<file path="src/rtl/fifo_pkg.sv">
// Shared definitions for the FIFO write-side controller: state type and depth helpers.
package fifo_pkg;

  // Default address width; the FIFO holds 2**K words.
  localparam int unsigned DEF_K = 4;
  localparam int unsigned DEPTH = 2 ** DEF_K;

  // Occupancy state of the write side.
  typedef enum logic [1:0] {
    EMPTY   = 2'd0,
    FILLING = 2'd1,
    FULL    = 2'd2
  } state_t;

  // Number of words addressed by a k-bit pointer.
  function automatic int unsigned depth_of(input int unsigned k);
    return 2 ** k;
  endfunction

endpackage

</file>
<file path="src/rtl/write_counter.sv">
// K-bit write pointer; advances by one on each enabled cycle and wraps silently.
module write_counter #(
  parameter int unsigned K = 4
) (
  input  logic         clk,
  input  logic         rst,
  input  logic         en,
  output logic [K-1:0] ptr
);

  // Pointer register: natural K-bit wrap from 2**K-1 back to 0.
  always_ff @(posedge clk or posedge rst) begin
    if (rst) begin
      ptr <= '0;
    end else if (en) begin
      ptr <= ptr + K'(1);
    end
  end

endmodule

</file>
<file path="src/rtl/fifo_write_ctrl.sv">
// Write-side FIFO controller: accepts write requests, drives the RAM write port one
// cycle later, tracks occupancy against read-side consume pulses and raises
// full / almost_full / overflow.
// Optional build macro FIFO_WR_OVF_STICKY_EN makes overflow sticky until reset;
// without it overflow pulses for one cycle per rejected request.
module fifo_write_ctrl
  import fifo_pkg::*;
#(
  parameter int unsigned K         = DEF_K,
  parameter int unsigned W         = 8,
  parameter int unsigned AF_MARGIN = 2
) (
  input  logic         clk,
  input  logic         rst,
  input  logic         wr_req,
  input  logic [W-1:0] wr_data,
  input  logic         rd_inc,
  output logic         ram_we,
  output logic [K-1:0] ram_waddr,
  output logic [W-1:0] ram_wdata,
  output logic [K:0]   count,
  output logic         full,
  output logic         almost_full,
  output logic         overflow
);

  localparam logic [K:0] FULL_CNT = (K+1)'(depth_of(K));
  localparam logic [K:0] AF_LIM   = (K+1)'(AF_MARGIN);

  state_t       state;
  logic [K-1:0] wr_ptr;
  logic         acc;
  logic         dec;
  logic [K:0]   next_count;

  // Accept uses the registered full, so a read in the same cycle cannot make room.
  assign acc = wr_req & ~full;
  assign dec = rd_inc & (count != '0);

  write_counter #(.K(K)) u_wr_ptr (
    .clk (clk),
    .rst (rst),
    .en  (acc),
    .ptr (wr_ptr)
  );

  // Next occupancy: a simultaneous write and consume cancel out.
  always_comb begin
    next_count = count;
    if (acc && !dec) begin
      next_count = count + (K+1)'(1);
    end else if (dec && !acc) begin
      next_count = count - (K+1)'(1);
    end
  end

  // RAM write port, one cycle behind the accepted request; addr/data hold when idle.
  always_ff @(posedge clk or posedge rst) begin
    if (rst) begin
      ram_we    <= 1'b0;
      ram_waddr <= '0;
      ram_wdata <= '0;
    end else begin
      ram_we <= acc;
      if (acc) begin
        ram_waddr <= wr_ptr;
        ram_wdata <= wr_data;
      end
    end
  end

  // Occupancy FSM plus count and level flags registered from the next count.
  always_ff @(posedge clk or posedge rst) begin
    if (rst) begin
      state       <= EMPTY;
      count       <= '0;
      full        <= 1'b0;
      almost_full <= 1'b0;
    end else begin
      count       <= next_count;
      full        <= (next_count == FULL_CNT);
      almost_full <= ((FULL_CNT - next_count) <= AF_LIM);
      case (state)
        EMPTY: begin
          if (acc) begin
            state <= FILLING;
          end
        end
        FILLING: begin
          if ((count == FULL_CNT - (K+1)'(1)) && acc && !dec) begin
            state <= FULL;
          end else if ((count == (K+1)'(1)) && dec && !acc) begin
            state <= EMPTY;
          end
        end
        FULL: begin
          if (rd_inc) begin
            state <= FILLING;
          end
        end
        default: begin
          state <= EMPTY;
        end
      endcase
    end
  end

  // Overflow flags a write request that arrived while the FIFO was full.
  always_ff @(posedge clk or posedge rst) begin
    if (rst) begin
      overflow <= 1'b0;
    end else begin
`ifdef FIFO_WR_OVF_STICKY_EN
      if (wr_req && full) begin
        overflow <= 1'b1;
      end
`else
      overflow <= wr_req & full;
`endif
    end
  end

endmodule

</file>
<file path="config.mk">
export PLATFORM = sky130hd
export DESIGN_NAME = fifo_write_ctrl
export DESIGN_NICKNAME = d
export VERILOG_FILES = /design/src/rtl/fifo_pkg.sv /design/src/rtl/write_counter.sv /design/src/rtl/fifo_write_ctrl.sv
export SDC_FILE = /design/constraint.sdc
export NUM_CORES = 1
export LEC_CHECK = 0
export ABC_AREA = 1
export CORE_ASPECT_RATIO = 2
export CORE_MARGIN = 10
export CORE_UTILIZATION = 48
export CTS_BUF_LIST = sky130_fd_sc_hd__clkbuf_16
export DETAILED_ROUTE_END_ITERATION = 7
export GPL_TIMING_DRIVEN = 0
export PLACE_DENSITY_LB_ADDON = 0.05
export SYNTH_ARGS = -nofsm -noshare
export SYNTH_HDL_FRONTEND = slang
export SYNTH_SLANG_ARGS = --single-unit
</file>
<file path="constraint.sdc">
create_clock -name clk -period 2.6 [get_ports clk]
set_clock_uncertainty 0.05 [all_clocks]
set_input_delay 0.65 -clock clk [delete_from_list [all_inputs] [get_ports clk]]
set_output_delay 0.65 -clock clk [all_outputs]
set_load 0.005 [all_outputs]
</file>
=== Word-level counts from Yosys, hierarchy flattened ===
Index checks and enable logic that the tools add are counted.
W data, S select, Z words.

* Register bits: 25
* Input bits: 12
* Output and inout bits: 21

* Add/subtract/negate cells: 4
* Order comparisons: 1
* Eq/ne operators: 1
* Mux-type cells: 2
* Bitwise gates (word level): 4
* Reductions and logical operators: 5

{| class="wikitable"
|+ Operators with widths
! operator !! count
|-
| $mux W5 || 2
|-
| $add A5 B1 Y5 const B || 1
|-
| $eq A5 B5 Y1 const B || 1
|-
| $le A5 B2 Y1 const B || 1
|-
| $reduce_bool A5 Y1 || 1
|-
| $sub A5 B1 Y5 const B || 1
|-
| $sub A5 B5 Y5 const A || 1
|-
| $add A4 B1 Y4 const B || 1
|-
| $and A1 B1 Y1 || 3
|-
| $logic_and A1 B1 Y1 || 2
|-
| $logic_not A1 Y1 || 2
|-
| $not A1 Y1 || 1
|}

=== Longest topological paths before layout ===
Gate-level depths: netlist of the first run.

* Depth in word-level cells: 8
* Depth in mapped cells: 16

=== Cells and area by module ===
Synthesis of the first run repeated with hierarchy kept, for this count alone.

* Cells, all modules: 159
* Area total of the unflattened synthesis: 1331.3 um^2

{| class="wikitable"
|+ By module, submodules not included
! module !! times used !! cells an instance !! area an instance (um^2)
|-
| fifo_write_ctrl || 1 || 139 || 1147.4
|-
| write_counter || 1 || 20 || 183.9
|}

=== Worst setup path before layout of the first run ===
Ideal clock, no wire load.

* Path type: register to register
* From: reg count[0]
* To: reg almost_full
* Arrival time: 2188 ps
* Data required time: 2477 ps
* Slack: 289 ps
* Cell stages (with the launch flop): 17
* Clock period less this slack: 2311 ps
* Cells stage by stage: dfrtp_1 inv_1 ha_1 nand3_4 nand2_2 nand2_4 nand2_2 nand2_2 nand2_2 inv_1 ha_1 inv_1 nor3_1 ha_1 a21oi_1 nand3_1 a21oi_2

* Cells in the longest elaborated chain, start to end: 7

{| class="wikitable"
|+ Ends and longest elaborated chain
! element !! RTL line !! text
|-
| start: declaration || fifo_write_ctrl.sv:21 || <nowiki>output logic [K:0] count,</nowiki>
|-
| start signal: assignment || fifo_write_ctrl.sv:80 || <nowiki>count <= next_count;</nowiki>
|-
| parallel branches: the longest is 4 deep, another holds $sub A5 B1 Y5 || - ||
|-
| $mux W5 * || fifo_write_ctrl.sv:50 || <nowiki>if (acc && !dec) begin</nowiki>
|-
| net next_count[0] || fifo_write_ctrl.sv:34 || <nowiki>logic [K:0] next_count;</nowiki>
|-
| $sub A5 B5 Y5 * || fifo_write_ctrl.sv:82 || <nowiki>almost_full <= ((FULL_CNT - next_count) <= AF_LIM);</nowiki>
|-
| $le A5 B2 Y1 * || fifo_write_ctrl.sv:82 ||
|-
| end signal: assignment || fifo_write_ctrl.sv:82 ||
|-
| end: declaration || fifo_write_ctrl.sv:23 || <nowiki>output logic almost_full,</nowiki>
|}

Mark *: on every way through the listed nets, which the timed path passes.
A chain may end at the register's enable or synchronous reset.

=== Worst setup path after layout of the first run ===
* From: in wr_req
* To: reg almost_full

* Cells in the longest elaborated chain, start to end: 7

{| class="wikitable"
|+ Ends and longest elaborated chain
! element !! RTL line !! text
|-
| start: declaration || fifo_write_ctrl.sv:15 || <nowiki>input logic wr_req,</nowiki>
|-
| $and A1 B1 Y1 * || fifo_write_ctrl.sv:37 || <nowiki>assign acc = wr_req & ~full;</nowiki>
|-
| $logic_not A1 Y1 || - ||
|-
| $logic_and A1 B1 Y1 || fifo_write_ctrl.sv:52 || <nowiki>end else if (dec && !acc) begin</nowiki>
|-
| $mux W5 || fifo_write_ctrl.sv:52 ||
|-
| $mux W5 * || fifo_write_ctrl.sv:50 ||
|-
| net next_count[1] || fifo_write_ctrl.sv:34 ||
|-
| $sub A5 B5 Y5 * || fifo_write_ctrl.sv:82 ||
|-
| $le A5 B2 Y1 * || fifo_write_ctrl.sv:82 ||
|}

Mark *: on every way through the listed nets, which the timed path passes. The rest lies on a longest branch.

==> flow_summary_export.csv, run 1 <==
group,metric,value,unit
timing,max_freq,409,MHz
worst_setup_path,path_class,"in2reg",
power,peakVddDrop,712,µV
cts,cts-root-buf,"clkbuf_16",
worst_setup_path,r2r_end,"almost_full$_DFF_PP0_",
cts,cts_tree,"built",
final_layout,finalInstanceArea,0.00183,mm²
yosys,synthArstFlopShare,100,%
worst_setup_path,required,2.73,ns
timing,slew_headroom,38.1,%
cts,clock-sinks,25,
cts,clkSlewWorstSetupHoldPaths,0.06,ns
yosys,synth_most_common_cell,"nand2_1",
worst_setup_path,crit_path_max_incr_delay,0.26,ns
place,dp.cells,208,
timing,timing.final.crit_share,94.1,%
final_layout,seq_area,627,µm²
worst_setup_path,crit_fanout,9,
outcome,status,"finished clean",
worst_hold_path,hp-start,"ram_wdata[1]$_DFFE_PP0P_",
yosys,yosysSeqAreaShare,47.6,%
yosys,synth_cells,148,
grt,overflow,0,
yosys,avgSynthCellArea,8.88,µm²
worst_setup_path,r2r_slack,0.18,ns
final_layout,drive_above_1_share,21.7,%
worst_setup_path,cp_cell_sequence,"dlygate4sd2_1 > inv_2 > nor2_8 > inv_6 > nand3_4 > buf_4 > nand3_1 > nand2_2 > inv_1 > ha_2 > inv_1 > nor3_2 > ha_1 > a21oi_2 > nand3_1 > a21oi_2",
final_layout,finalNetCount,208,
worst_setup_path,reg2reg_from,"count[0]$_DFF_PP0_",
floorplanning,core,0.00260,mm²
final_layout,multiInputGateArea,626,µm²
worst_setup_path,path_buf_inv,6,
final_layout,final_cell_count_no_fill,217,
grt,grt_pass1_wl,5330,µm
final_layout,fin_util,70.5,%
yosys,synth_nets,166,
yosys,yosysUniqueCellTypes,23,
place,routabilityCongestion,0.814,
route,vias,1045,
cts,h-tree-depth,1,
route,drt.antenna.violating_nets,0,
worst_setup_path,end_kind,"flop",
final_layout,syn2layout_area_growth,39.6,%
worst_setup_path,worst_ep_arrival_time,2.58,ns
grt,grt_pass1_vias,1198,
floorplanning,ios,33,
yosys,yosys.area.top_type,"dfrtp_1",
route,first_pass_iters,4,
timing,tightestPinTransition,0.928,ns
worst_hold_path,holdPathEnd,"ram_wdata[1]$_DFFE_PP0P_",
job,maxCapViolations,0,
floorplanning,rows,26,
timing,finalHoldViolations,0,
route,vias_per_cell,4.82,
yosys,synth_ff_type,"dfrtp_1",
yosys,synth.top_cells.by_area,"dfrtp_1 48%, nand2_1 14%, ha_1 5.7%",
timing,setup_viol,0,
place,placed_area,0.00167,mm²
route,wire_per_inst,13.4,µm
worst_setup_path,crit_family,"buffers and inverters",
yosys,ys.warnings.count,0,
yosys,synthTopCellsByCount,"48 x nand2_1, 25 x dfrtp_1, 18 x inv_1, 8 x nand2_2, 7 x o21ai_0",
power,p_leak,0.891,nW
timing,fin_tns_setup,0,ns
power,powerDensity,1050,mW/mm²
grt,grt_max_degree,26,
yosys,synth_edf_count,0,
final_layout,fillers,197,
route,drt_iter0_drc,22,
floorplanning,die_w,57.0,µm
yosys,syn-cell-area,0.00131,mm²
final_layout,num_antenna_cells,0,
place,hpwl,2300,µm
grt,track_usage,12.0,%
worst_hold_path,hold_path_class,"reg2reg",
cts,ctsLongestPathBuffers,2,
route,routed_wirelength,2900,µm
floorplanning,start_util,50.5,%
place,port_buffers,32,
yosys,synth_seq_cells,25,
worst_setup_path,critPathSlowestCell,"ha_1",
worst_hold_path,hold_depth,2,
floorplanning,die_area,0.00536,mm²
grt,antenna_found_initial,0,
yosys,yosysTopAreaCellShare,47.6,%
cts,numCtsBuffers,3,
route,drc,0,
power,p_total,1.92,mW
cts,worst_skew_pair.late_latency,0.26,ns
worst_setup_path,reg2regPathDepth,15,
timing,min_period,2.45,ns
timing,slew_violations,0,
worst_setup_path,critPathLaunchType,"input pin",
floorplanning,die-height,94.0,µm
registers in the layout, indices dropped and copies added, names as in the netlist:
name and count:
ram_wdata 8, count 5, ram_waddr 4, u_wr_ptr.ptr 4, almost_full 1, full 1
overflow 1, ram_we 1
per-layer routing:
layer / GRT usage, % / wire [µm] / vias to the layer above / part of all wire [%]
met3: 4.07 / 199 / 4 / 6.9
met4: 4.92 / 44 / 0 / 1.5
met2: 22.3 / 1690 / 21 / 58
met1: 11.5 / 969 / 484 / 33
li1: - / - / 536 / -
met5: 0 / 0 / - / 0
what timing repair did:
item                                    4_1_cts  5_1_grt
setup buffers                                 5        0
cloned                                        0        0
gates resized for setup                       5        5
endpoints found under the setup margin        1        1
pin swaps                                     4        0
hold buffers                                  0        0
how the worst max path moves through the flow:
stage	from	endpoint	slack, ns	cells after the start
6_report	wr_req	almost_full$_DFF_PP0_	0.15	16
5_1_grt	wr_req	almost_full$_DFF_PP0_	-0.002	16
4_1_cts	rd_inc	almost_full$_DFF_PP0_	0.01	13
3_5_place_dp	wr_req	almost_full$_DFF_PP0_	-0.46	16
3_3_place_gp	wr_req	almost_full$_DFF_PP0_	-0.43	16
2_1_floorplan	count[0]$_DFF_PP0_	almost_full$_DFF_PP0_	0.29	16
cell usage in the layout (no fill, tap or decap), types with 2 or more instances in the layout:
master | Yosys | routed
buf_4 | 0 | 4
clkbuf_16 | 0 | 3
nor2_4 | 2 | 2
inv_2 | 3 | 4
ha_1 | 6 | 4
nand2_1 | 48 | 48
nand3_2 | 2 | 2
inv_1 | 18 | 17
xor2_1 | 5 | 5
nand3_4 | 2 | 2
a21oi_2 | 2 | 3
clkdlybuf4s50_1 | 0 | 30
nand3_1 | 6 | 6
o21ai_0 | 7 | 7
nand4_1 | 2 | 2
nor2_2 | 3 | 3
dfrtp_1 | 25 | 24
nand2_2 | 8 | 8
worst register-to-register path, stage by stage (launching register included):
cell and delay [ns]:
dfrtp_2 0.44, inv_1 0.16, ha_4 0.19, nand3_4 0.10, nand2_2 0.12, nand2_8 0.09, nand3_2 0.07, nand2_2 0.09
inv_2 0.07, ha_2 0.17, inv_1 0.06, nor3_2 0.17, ha_1 0.26, a21oi_2 0.10, nand3_1 0.09, a21oi_2 0.13
kinds of logic (layout without fill, tap and decap cells):
logic type	count (synthesis)	after routing	share of synthesized area (%)
AO/OA/AOI/OAI	11	11	4.76
adder cells (fa/ha/maj)	6	6	5.71
XOR/XNOR	5	5	3.33
buffers and inverters	24	65	7.24
AND/OR/NAND/NOR	77	77	31.3
flip-flops	25	25	47.6
final cells by class:
type | count | share of cell area (%)
Clock inverter | 1 | 0.273
Tap cell | 28 | 1.91
Timing Repair Buffer | 37 | 20.3
Inverter | 22 | 4.77
Sequential cell | 25 | 34.2
Multi-Input combinational cell | 99 | 34.1
Buffer | 2 | 0.409
Clock buffer | 3 | 4.09
through the flow:
step | setup slack, ns | hold slack, ns
floorplan | 0.289 | 0.415
global placement | -0.433 | 0.404
detailed placement | -0.459 | 0.412
CTS | 0.0134 | 0.425
global route | -0.00224 | 0.434
finish | 0.154 | 0.423
report_power, final:
group | switching (mW) | internal (mW) | leakage, nW
Sequential | 0.0995 | 0.509 | 0.307
Clock | 0.129 | 0.207 | 0.0409
Combinational | 0.503 | 0.470 | 0.543
Total | 0.732 | 1.19 | 0.891
(Power assumes the default switching activity.)
==> inputs of run 2 (changes only) <==
- GPL_ROUTABILITY_DRIVEN: not set -> 0
==> results of run 2 <==
Final layout, timing and power as in run 1 (identical DEF).
